==> src/rtl/plot_sink_pkg.sv <==
// ============================================================================
//  Module  : plot_pkg (package)
//  Purpose : Shared screen geometry, FSM state encoding and pixel record for
//            the plot sink and its FIFO.
//  Rev     : 1.0  initial release
// ============================================================================
`default_nettype none

package plot_pkg;

  // Screen geometry of the 160x120 framebuffer
  localparam int X_MAX         = 160;
  localparam int Y_MAX         = 120;
  localparam int ADDR_W        = 15;
  localparam int SCREEN_PIXELS = X_MAX * Y_MAX;

  // Write-side FSM states
  typedef enum logic [1:0] {
    IDLE  = 2'd0,
    DRAIN = 2'd1,
    CLEAR = 2'd2
  } plot_state_t;

  // One queued plot request
  typedef struct packed {
    logic [7:0] x;
    logic [7:0] y;
    logic [2:0] color;
  } pixel_t;

endpackage

`default_nettype wire

==> src/rtl/plot_sink_if.sv <==
// ============================================================================
//  Module  : plot_sink_if
//  Purpose : Plot stream in, framebuffer write port out, plus status.
//            'master' is the game/memory side, 'slave' is the plot sink.
//  Rev     : 1.0  initial release
// ============================================================================
`default_nettype none

interface plot_sink_if #(
  parameter int DEPTH  = 8,
  parameter int ADDR_W = 15
);

  // Plot stream from the game datapath
  logic [7:0]            x;
  logic [7:0]            y;
  logic [2:0]            color;
  logic                  plot;
  logic                  clear;

  // Framebuffer write port
  logic [ADDR_W-1:0]     mem_addr;
  logic [2:0]            mem_data;
  logic                  mem_we;
  logic                  mem_ready;

  // Status
  logic                  busy;
  logic                  overflow;
  logic [$clog2(DEPTH):0] level;

  modport master (
    output x, y, color, plot, clear, mem_ready,
    input  mem_addr, mem_data, mem_we, busy, overflow, level
  );

  modport slave (
    input  x, y, color, plot, clear, mem_ready,
    output mem_addr, mem_data, mem_we, busy, overflow, level
  );

endinterface

`default_nettype wire

==> src/rtl/plot_sink_fifo.sv <==
// ============================================================================
//  Module  : pixel_fifo
//  Purpose : Synchronous FIFO of pixel_t records. Exposes the head entry and
//            the entry behind it so the consumer can present back-to-back
//            writes from registered outputs. A push while full is accepted
//            only when a pop happens in the same cycle.
//  Rev     : 1.0  initial release
// ============================================================================
`default_nettype none

module pixel_fifo
  import plot_pkg::*;
#(
  parameter int DEPTH = 8
) (
  input  logic                   clk,
  input  logic                   reset_n,
  input  logic                   push_i,
  input  logic                   pop_i,
  input  pixel_t                 din_i,
  output pixel_t                 head_o,
  output pixel_t                 next_o,
  output logic                   full_o,
  output logic                   empty_o,
  output logic [$clog2(DEPTH):0] level_o
);

  localparam int             AW       = $clog2(DEPTH);
  localparam logic [AW:0]    FULL_CNT = (AW+1)'(DEPTH);

  pixel_t          mem_q [DEPTH];
  logic [AW-1:0]   wr_q;
  logic [AW-1:0]   rd_q;
  logic [AW:0]     cnt_q;
  logic [AW-1:0]   w_next_idx;
  logic            w_push;
  logic            w_pop;

  assign empty_o    = (cnt_q == '0);
  assign full_o     = (cnt_q == FULL_CNT);
  assign level_o    = cnt_q;
  assign w_pop      = pop_i && !empty_o;
  assign w_push     = push_i && (!full_o || w_pop);
  assign w_next_idx = rd_q + 1'b1;
  assign head_o     = mem_q[rd_q];
  assign next_o     = mem_q[w_next_idx];

  // Pointer and occupancy bookkeeping
  always_ff @(posedge clk) begin
    if (!reset_n) begin
      wr_q  <= '0;
      rd_q  <= '0;
      cnt_q <= '0;
    end else begin
      if (w_push) wr_q <= wr_q + 1'b1;
      if (w_pop)  rd_q <= rd_q + 1'b1;
      case ({w_push, w_pop})
        2'b10:   cnt_q <= cnt_q + 1'b1;
        2'b01:   cnt_q <= cnt_q - 1'b1;
        default: cnt_q <= cnt_q;
      endcase
    end
  end

  // Storage array; contents are don't-care until written
  always_ff @(posedge clk) begin
    if (w_push) mem_q[wr_q] <= din_i;
  end

endmodule

`default_nettype wire

==> src/rtl/plot_sink.sv <==
// ============================================================================
//  Module  : plot_sink
//  Purpose : Turns the x/y/color/plot stream into single-port framebuffer
//            writes through a small FIFO, and performs full-screen clear
//            sweeps on request. Write outputs are registered and held while
//            the memory withholds mem_ready.
//  Config  : PLOT_CLIP_EN - when defined, off-screen plots are discarded at
//            the input (not queued, no overflow). Otherwise every plot is
//            queued and its address wraps to ADDR_W bits.
//  Rev     : 1.0  initial release
// ============================================================================
`default_nettype none

module plot_sink
  import plot_pkg::*;
#(
  parameter int DEPTH  = 8,
  parameter int X_MAX  = plot_pkg::X_MAX,
  parameter int Y_MAX  = plot_pkg::Y_MAX,
  parameter int ADDR_W = plot_pkg::ADDR_W
) (
  input  logic      clk,
  input  logic      reset_n,
  plot_sink_if.slave bus
);

  localparam int                LW        = $clog2(DEPTH) + 1;
  localparam logic [ADDR_W-1:0] LAST_ADDR = ADDR_W'(X_MAX * Y_MAX - 1);

  plot_state_t       state_q, state_d;
  logic              we_q, we_d;
  logic [ADDR_W-1:0] addr_q, addr_d;
  logic [2:0]        data_q, data_d;
  logic              clr_pend_q;
  logic [2:0]        clr_color_q;
  logic              overflow_q;
  logic              w_sweep_start;

  pixel_t            w_din;
  pixel_t            w_head;
  pixel_t            w_next;
  logic              w_full;
  logic              w_empty;
  logic [LW-1:0]     w_level;
  logic              w_in_range;
  logic              w_push;
  logic              w_pop;
  logic              w_drop;

  // Linear framebuffer address, wrapped to the port width
  function automatic logic [ADDR_W-1:0] pix_addr(input pixel_t p);
    return ADDR_W'(32'(p.y) * 32'(X_MAX) + 32'(p.x));
  endfunction

  assign w_din = {bus.x, bus.y, bus.color};

`ifdef PLOT_CLIP_EN
  assign w_in_range = (32'(bus.x) < 32'(X_MAX)) && (32'(bus.y) < 32'(Y_MAX));
`else
  assign w_in_range = 1'b1;
`endif

  // In DRAIN the write request is always up, so ready alone means accepted
  assign w_pop  = (state_q == DRAIN) && bus.mem_ready;
  assign w_push = bus.plot && w_in_range;
  assign w_drop = w_push && w_full && !w_pop;

  pixel_fifo #(
    .DEPTH (DEPTH)
  ) u_fifo (
    .clk     (clk),
    .reset_n (reset_n),
    .push_i  (w_push),
    .pop_i   (w_pop),
    .din_i   (w_din),
    .head_o  (w_head),
    .next_o  (w_next),
    .full_o  (w_full),
    .empty_o (w_empty),
    .level_o (w_level)
  );

  // State and registered write-port outputs
  always_ff @(posedge clk) begin
    if (!reset_n) begin
      state_q <= IDLE;
      we_q    <= 1'b0;
      addr_q  <= '0;
      data_q  <= '0;
    end else begin
      state_q <= state_d;
      we_q    <= we_d;
      addr_q  <= addr_d;
      data_q  <= data_d;
    end
  end

  // Next state and next write request; the sweep address lives in addr_q
  always_comb begin
    state_d       = state_q;
    we_d          = we_q;
    addr_d        = addr_q;
    data_d        = data_q;
    w_sweep_start = 1'b0;
    case (state_q)
      IDLE: begin
        we_d = 1'b0;
        if (clr_pend_q && w_empty) begin
          state_d       = CLEAR;
          we_d          = 1'b1;
          addr_d        = '0;
          data_d        = clr_color_q;
          w_sweep_start = 1'b1;
        end else if (!w_empty) begin
          state_d = DRAIN;
          we_d    = 1'b1;
          addr_d  = pix_addr(w_head);
          data_d  = w_head.color;
        end
      end
      DRAIN: begin
        if (bus.mem_ready) begin
          if (w_level > LW'(1)) begin
            // Head is popped this cycle; the entry behind it goes out next
            addr_d = pix_addr(w_next);
            data_d = w_next.color;
          end else begin
            state_d = IDLE;
            we_d    = 1'b0;
          end
        end
      end
      CLEAR: begin
        if (bus.mem_ready) begin
          if (addr_q == LAST_ADDR) begin
            state_d = IDLE;
            we_d    = 1'b0;
          end else begin
            addr_d = addr_q + 1'b1;
          end
        end
      end
      default: begin
        state_d = IDLE;
        we_d    = 1'b0;
      end
    endcase
  end

  // Clear request latch; a new request wins over the sweep consuming the old
  always_ff @(posedge clk) begin
    if (!reset_n) begin
      clr_pend_q  <= 1'b0;
      clr_color_q <= '0;
    end else begin
      if (bus.clear) begin
        clr_pend_q  <= 1'b1;
        clr_color_q <= bus.color;
      end else if (w_sweep_start) begin
        clr_pend_q  <= 1'b0;
      end
    end
  end

  // Sticky overflow flag for plots lost to a full FIFO
  always_ff @(posedge clk) begin
    if (!reset_n) begin
      overflow_q <= 1'b0;
    end else if (w_drop) begin
      overflow_q <= 1'b1;
    end
  end

  assign bus.mem_we   = we_q;
  assign bus.mem_addr = addr_q;
  assign bus.mem_data = data_q;
  assign bus.overflow = overflow_q;
  assign bus.level    = w_level;
  assign bus.busy     = (state_q != IDLE) || !w_empty || clr_pend_q;

endmodule

`default_nettype wire

==> src/flat_wrapper.sv <==
// flat-port wrapper written by rule: the top's interface ports become plain ports
module plot_sink_flat import plot_pkg::*;
#(
  parameter int DEPTH  = 8,
  parameter int X_MAX  = plot_pkg::X_MAX,
  parameter int Y_MAX  = plot_pkg::Y_MAX,
  parameter int ADDR_W = plot_pkg::ADDR_W
)
  (clk, reset_n, bus_x, bus_y, bus_color, bus_plot, bus_clear, bus_mem_ready, bus_mem_addr, bus_mem_data, bus_mem_we, bus_busy, bus_overflow, bus_level);
  plot_sink_if #(.DEPTH(DEPTH), .ADDR_W(ADDR_W)) bus_i ();
  input  logic clk;
  input  logic reset_n;
  input wire logic [$bits(bus_i.x)-1:0] bus_x;
  input wire logic [$bits(bus_i.y)-1:0] bus_y;
  input wire logic [$bits(bus_i.color)-1:0] bus_color;
  input wire logic [$bits(bus_i.plot)-1:0] bus_plot;
  input wire logic [$bits(bus_i.clear)-1:0] bus_clear;
  input wire logic [$bits(bus_i.mem_ready)-1:0] bus_mem_ready;
  output wire logic [$bits(bus_i.mem_addr)-1:0] bus_mem_addr;
  output wire logic [$bits(bus_i.mem_data)-1:0] bus_mem_data;
  output wire logic [$bits(bus_i.mem_we)-1:0] bus_mem_we;
  output wire logic [$bits(bus_i.busy)-1:0] bus_busy;
  output wire logic [$bits(bus_i.overflow)-1:0] bus_overflow;
  output wire logic [$bits(bus_i.level)-1:0] bus_level;
  assign bus_i.x = bus_x;
  assign bus_i.y = bus_y;
  assign bus_i.color = bus_color;
  assign bus_i.plot = bus_plot;
  assign bus_i.clear = bus_clear;
  assign bus_i.mem_ready = bus_mem_ready;
  assign bus_mem_addr = bus_i.mem_addr;
  assign bus_mem_data = bus_i.mem_data;
  assign bus_mem_we = bus_i.mem_we;
  assign bus_busy = bus_i.busy;
  assign bus_overflow = bus_i.overflow;
  assign bus_level = bus_i.level;
  plot_sink #(.DEPTH(DEPTH), .X_MAX(X_MAX), .Y_MAX(Y_MAX), .ADDR_W(ADDR_W)) u_core (.clk(clk), .reset_n(reset_n), .bus(bus_i));
endmodule
==> config.mk <==
export PLATFORM = sky130hd
export DESIGN_NAME = plot_sink_flat
export DESIGN_NICKNAME = d
export VERILOG_FILES = /design/src/rtl/plot_sink_pkg.sv /design/src/rtl/plot_sink_if.sv /design/src/rtl/plot_sink_fifo.sv /design/src/rtl/plot_sink.sv /design/src/flat_wrapper.sv
export SDC_FILE = /design/constraint.sdc
export NUM_CORES = 1
export LEC_CHECK = 0
export ABC_CLOCK_PERIOD_IN_PS = 6900
export CAP_MARGIN = 25
export CORE_MARGIN = 5
export CORE_UTILIZATION = 60
export DETAILED_ROUTE_END_ITERATION = 7
export MAX_ROUTING_LAYER = met4
export PLACE_DENSITY = 0.87
export SLEW_MARGIN = 25
export SYNTH_ARGS = -nofsm -noshare
export SYNTH_HDL_FRONTEND = slang
export SYNTH_HIERARCHICAL = 1
export SYNTH_SLANG_ARGS = --single-unit
==> constraint.sdc <==
create_clock -name clk -period 6.9 [get_ports clk]
set_input_delay 2.07 -clock clk [delete_from_list [all_inputs] [get_ports clk]]
set_output_delay 2.07 -clock clk [all_outputs]
set_load 0.01 [all_outputs]
## Yosys cells after proc, flatten, opt, wreduce, memory -nomap -nowiden

Memories as Yosys holds them, arrays and structs flattened. A register that Yosys moved wholly into a read port is not among the register bits.
Index checks and enable logic that the tools add are counted.

- Memory bits (writable): 152
- Output and inout bits: 25
- Word-level logic and storage cells: 92
- Register bits: 36
- Memories kept: 1
- Bits of input ports: 24

- Reductions and logical operators: 23
- Order comparisons: 1
- Add/subtract/negate cells: 7
- Equal/unequal tests: 13
- Muxes and demuxes: 35
- Multiply operators: 2

Memories:

| memory | words | width | rd ports | clocked after memory_dff | write ports | RTL line | RTL |
|---|---|---|---|---|---|---|---|
| u_core.u_fifo.mem_q | 8 | 19 | 2 | 1 | 1 | plot_sink_fifo.sv:31 | `pixel_t mem_q [DEPTH];` |

Operator list:

| kind | number |
|---|---|
| 15-bit two-way mux | 6 |
| 15-bit one-hot mux with 3 select lines | 1 |
| 15-bit by 8-bit adder with 15-bit output | 2 |
| 8-bit by 3-bit multiplier with 10-bit output, second input constant | 2 |
| 3-bit two-way mux | 6 |
| 15-bit by 1-bit adder with 15-bit output, second input constant | 1 |
| 15-bit == test, second input constant | 1 |
| 1-bit two-way mux | 12 |
| 2-bit two-way mux | 6 |
| 2-bit inequality test, second input constant | 5 |
| 4-bit one-hot mux with 2 select lines | 1 |
| 4-bit AND reduction | 2 |
| 2-bit nonzero test | 4 |
| 3-bit by 1-bit adder with 3-bit output, second input constant | 2 |
| 1-bit logical AND | 6 |
| 2-bit one-hot mux with 3 select lines | 1 |
| 3-bit one-hot mux with 2 select lines | 1 |
| 6-bit AND reduction | 1 |
| 5-bit AND reduction | 1 |
| 4-bit by 1-bit adder with 4-bit output, second input constant | 1 |
| 2-bit by 1-bit == test with 1-bit output, second input constant | 2 |
| 2-bit == test, second input constant | 2 |
| 4-bit == test, second input constant | 1 |
| 4-bit by 1-bit > comparator with 1-bit output, second input constant | 1 |
| 9 further kinds | 13 |

## Depth between registers and ports, before layout

- Word-level depth: 7
- Gate-level depth with buffers: 14
- Depth with buffers taken out: 12

## Cells and area by module

The synthesis kept the hierarchy.

By module, submodules not included:

| module | times used | area each (um^2) | cells an instance | sequential area each (um^2) |
|---|---|---|---|---|
| pixel_fifo | 1 | 7581.0 | 369 | 4824.6 |
| plot_sink | 1 | 2855.2 | 355 | 520.5 |

## Least setup slack after synthesis

No wires, ideal clock.

- Path type: in2reg
- Start point: in bus_mem_ready
- End point: mem u_core/u_fifo/mem_q[0][0] in the netlist's numbering (enable)
- Slack: 1.988 ns
- Path buffers: 0
- Stages: 5
- Setup time: 0.444 ns
- Data arrival time: 4.468 ns
- Data required time: 6.456 ns
- Cell sequence: nand2_1 > inv_1 > nand2b_1 > o21ai_4 > nor4_1

- Longest elaborated chain between the ends: 6

RTL lines:

| element | RTL line | RTL |
|---|---|---|
| start: declaration | flat_wrapper.sv:18 | `input wire logic [$bits(bus_i.mem_ready)-1:0] bus_mem_ready;` |
| 1-bit logical AND | plot_sink.sv:64 | `assign w_pop = (state_q == DRAIN) && bus.mem_ready;` |
| via u_core.w_pop | plot_sink.sv:47 | `logic w_pop;` |
| 1-bit logical AND | plot_sink_fifo.sv:42 | `assign w_pop = pop_i && !empty_o;` |
| 1-bit logical OR | plot_sink_fifo.sv:43 | `assign w_push = push_i && (!full_o \|\| w_pop);` |
| 1-bit logical AND | plot_sink_fifo.sv:43 |  |
| 1-bit two-way mux | plot_sink_fifo.sv:67 | `if (w_push) mem_q[wr_q] <= din_i;` |
| 1-bit two-way mux (implied by the code) | plot_sink_fifo.sv:67 |  |
| end: declaration | plot_sink_fifo.sv:31 |  |

The timed path passes the listed nets, and every way through them passes these cells.

## Worst setup path in the final report

- Start point: reg u_core.u_fifo.cnt_q[1], in the netlist u_core/u_fifo/level_o[1]
- End point: out bus_busy

- Longest elaborated chain between the ends: 4

RTL lines:

| element | RTL line | RTL |
|---|---|---|
| start: declaration | plot_sink_fifo.sv:34 | `logic [AW:0] cnt_q;` |
| start signal: assignment | plot_sink_fifo.sv:58 | `2'b10: cnt_q <= cnt_q + 1'b1;` |
| start signal: assignment | plot_sink_fifo.sv:59 | `2'b01: cnt_q <= cnt_q - 1'b1;` |
| start signal: assignment | plot_sink_fifo.sv:60 | `default: cnt_q <= cnt_q;` |
| 4-bit zero test | plot_sink_fifo.sv:39 | `assign empty_o = (cnt_q == '0);` |
| via u_core.w_empty | plot_sink.sv:43 | `logic w_empty;` |
| 1-bit zero test | -- |  |
| 1-bit logical OR (2 in a row) | plot_sink.sv:179 | `assign bus.busy = (state_q != IDLE) \|\| !w_empty \|\| clr_pend_q;` |
| end: declaration | flat_wrapper.sv:22 | `output wire logic [$bits(bus_i.busy)-1:0] bus_busy;` |

The timed path passes the listed nets, and every way through them passes these cells.

==> run_results.csv <==
group,metric,value,unit
cts,cts_buffer_depth,2,
yosys,synth_compound_area_frac,0.0836,
yosys,ys_warn_count,6,
layout,finalNetCount,837,
run_status,violations,"design-rule violations",
timing,hold_viol,0,
hold_path,min_from,"u_core/clr_color_q[0]$_SDFFE_PN0P_",
setup_path,worstPathCellList,"or3_1, nor2_1, and2_2, inv_1, clkdlybuf4s50_1",
power,total_power,0.00368,W
timing,period_minus_slack,4.62,ns
global_routing,antenna_found_initial,0,
route,drt-pass1-iter-count,8,
yosys,yosys_register_bits,191,
yosys,ys_types,77,
timing,slew_headroom,0.295,
route,via_per_inst,6.84,
power,p_seq_frac,0.387,
setup_path,slowest_stage,"or3_1",
power,power_frac_comb,0.359,
layout,antenna_cells,0,
cts,ctsResizeCount,0,
setup_path,max_stage_delay,0.56,ns
floorplan,placementRows,48,
global_routing,globalRoute.totalOverflow,0,
timing,drv_slew,0,
setup_path,cp-end-kind,"output port",
timing,post-route-period-util,0.669,
power,swShare,0.343,
timing,final-setup-viol-count,0,
place,gp_congestion,0.894,
yosys,synth_top_family_by_area,"multiplexers",
setup_path,worstSetupStartpoint,"u_core/u_fifo/level_o[1]$_SDFFE_PN0P_",
yosys,synthMuxAreaShare,0.218,
setup_path,cp_top_family,"simple AND/OR/NAND/NOR gates",
cts,cts_sinks,191,
cts,h-tree-depth,4,
floorplan,die_x,142,um
place,io_buffers,48,
power,clkPwrFrac,0.255,
route,via_count,6894,
yosys,synth_cells,724,
place,dp_hpwl,16.5,mm
yosys,yosysTopAreaCell,"edfxtp_1",
flow_run,cap_violations,0,
yosys,synth_ff_type,"edfxtp_1",
floorplan,die_area,20100,sq um
yosys,synthSimpleGateAreaFrac,0.0745,
route,ant_nets,0,
run_status,status,"finished with violations",
yosys,synth-edff-count,152,
cts,holdBufCountCts,0,
yosys,synth_nets,791,
setup_path,path_buf_inv,2,
power,intPower,0.00241,W
cts,clk_latency,0.43,ns
hold_path,hp-class,"flop to flop",
floorplan,initial_core_util,0.608,
cts,root_buffer,"clkbuf_16",
layout,area_delta_synth_final,11.8,%
route,post_drt_wl_per_cell,24.2,um
floorplan,io_pins,49,
yosys,syn_area_per_cell,14.4,sq um
route,drc,1,
yosys,synth_xor_area_frac,0.0276,
cts,postCtsSetupBuffers,0,
yosys,synth-async-reset-ratio,0,
cts,path_clk_slew,0.07,ns
timing,worstMarginPinSlew,1.06,ns
power,ir_drop,0.201,mV
timing,setup_tns,0,ns
yosys,synth_fa_ha_area_frac,0.0551,
timing,rsz0062_at_grt,"false",
global_routing,grt_pass1_wl,38.7,mm
setup_path,worstSetupPathType,"flop to output port",
power,p_sw,0.00126,W
yosys,ys_top_cells_by_area,"edfxtp_1, mux4_2, dfxtp_1, ha_1, mux2_2",
timing,fmax,217,MHz
yosys,synth_seq_area_share,0.512,
yosys,synthesis.area,10400,sq um
global_routing,grt_util_all_layers,0.259,
setup_path,required,4.83,ns
cts,cts_buffers,17,
global_routing,grt_pass1_vias,6891,
yosys,synth.top_cell.area_share,0.437,
setup_path,crit_fanout,11,
route,drt-total-wl,24.4,mm
global_routing,grt_max_degree,40,
cts,cts_tree,"built",
layout,drive_gt1_frac,0.231,
setup_path,worstSetupStartpointType,"flop",
setup_path,crit_arrival,2.55,ns
layout,post-route-util,0.679,
route,drt_iter0_drc,645,
floorplan,fp.dieH,142,um
setup_path,r2r_start,"u_core/u_fifo/rd_q[0]$_SDFFE_PN0N_",
power,leakage,3.85,nW
floorplan,coreArea,17200,sq um
timing,finalClockSkew,0.0104,ns
power,cellPowerDensity,315,nW/um^2
through the flow:
| step | std cells | hold slack (ns) | cell area [sq um] | setup slack, ns |
|---|---|---|---|---|
| after detailed placement | 976 | 0.488 | 11100 | 2.32 |
| after CTS | 1008 | 0.503 | 11700 | 2.28 |
| after global placement | 976 | 0.472 | 11100 | 2.16 |
| after floorplan | 724 | 0.460 | 10400 | 1.99 |
| after global routing | 1008 | 0.555 | 11700 | 1.89 |
| final | 1008 | 0.505 | 11700 | 2.28 |
synthesized netlist by cell type, types with 14 or more instances:
cell type / n
a211oi_1: 16
a21oi_1: 22
dfxtp_1: 39
edfxtp_1: 152
ha_1: 38
inv_1: 18
mux2_2: 39
mux4_2: 76
nand2_1: 25
nor2_1: 52
nor3_1: 14
o21ai_0: 28
xnor2_1: 17
xor2_1: 14
flip-flops by register name, summed over array words and instances, names as in the netlist, named ones only:
name,cells
u_core/bus.mem_addr,15
u_core/u_fifo/wr_q,3
u_core/u_fifo/mem_q,152
u_core/bus.mem_we,1
u_core/u_fifo/rd_q,3
u_core/state_q,2
u_core/bus.overflow,1
u_core/u_fifo/level_o,4
u_core/clr_color_q,3
u_core/clr_pend_q,1
u_core/bus.mem_data,3
worst min-delay path, cell delays in order, from the launching register on:
cell,delay [ns]
dfxtp_1,0.32
mux2i_1,0.07
nor2_1,0.08
worst paths after layout:
kind | to | slack, ns | cells after the start
max | bus_busy | 2.28 | 5
max reg2reg | u_core/bus.mem_addr[13]$_SDFFE_PN0P_ | 2.37 | 12
min | u_core/clr_color_q[0]$_SDFFE_PN0P_ | 0.51 | 2
min reg2reg | u_core/clr_color_q[0]$_SDFFE_PN0P_ | 0.51 | 2
placed cells by master (no fill, tap or decap), types with 5 or more instances in the layout:
master           synthesis  routed
a211oi_1                16      16
a21oi_1                 22      22
a22oi_1                  9       9
a31oi_1                  7       7
buf_4                    1      12
clkbuf_16                0      17
clkdlybuf4s50_1          0      48
dfxtp_1                 39      37
edfxtp_1               152     152
fa_1                     5       5
ha_1                    38      38
inv_1                   18      18
mux2_2                  39      39
mux2i_1                 12      12
mux4_2                  76      76
nand2_1                 25      25
nand2b_1                 8       8
nand3_1                  8       8
nor2_1                  52      49
nor2b_1                  5       5
nor3_1                  14      10
nor4_1                   6       5
o211ai_1                 6       6
o21a_1                   6       6
o21ai_0                 28      28
xnor2_1                 17      17
xor2_1                  14      14
logic make-up after synthesis:
logic type,Yosys count
flip-flops,191
AO/OA/AOI/OAI,128
buffers and inverters,52
multiplexers,127
XOR/XNOR,32
adder cells (fa/ha/maj),43
AND/OR/NAND/NOR,151
metal layers:
metal,share of wire,vias up,GRT usage
met4,0.027,0,0.0828
met3,0.083,61,0.0445
met5,0,-,-
met1,0.39,3466,0.335
li1,-,2994,-
met2,0.50,373,0.422
final cells by class:
class                   instances  area, sq um
clock buffers                  19          433
clock inverters                13          133
fillers                      1150         5510
inverters                      19         71.3
multi-input cells             481         4830
flip-flops and latches        191         5350
well taps                     225          282
repair buffers                 60          571
power by group through the flow:
stage                     combinational, W  clock (W)  sequential (W)
after detailed placement           0.00129          0         0.00144
final                              0.00132   0.000936         0.00142
after global routing               0.00144    0.00101         0.00143
after CTS                          0.00130   0.000949         0.00142
after floorplan                   0.000990          0         0.00142
after global placement             0.00124          0         0.00143
Power figures use the tool's default switching activity.
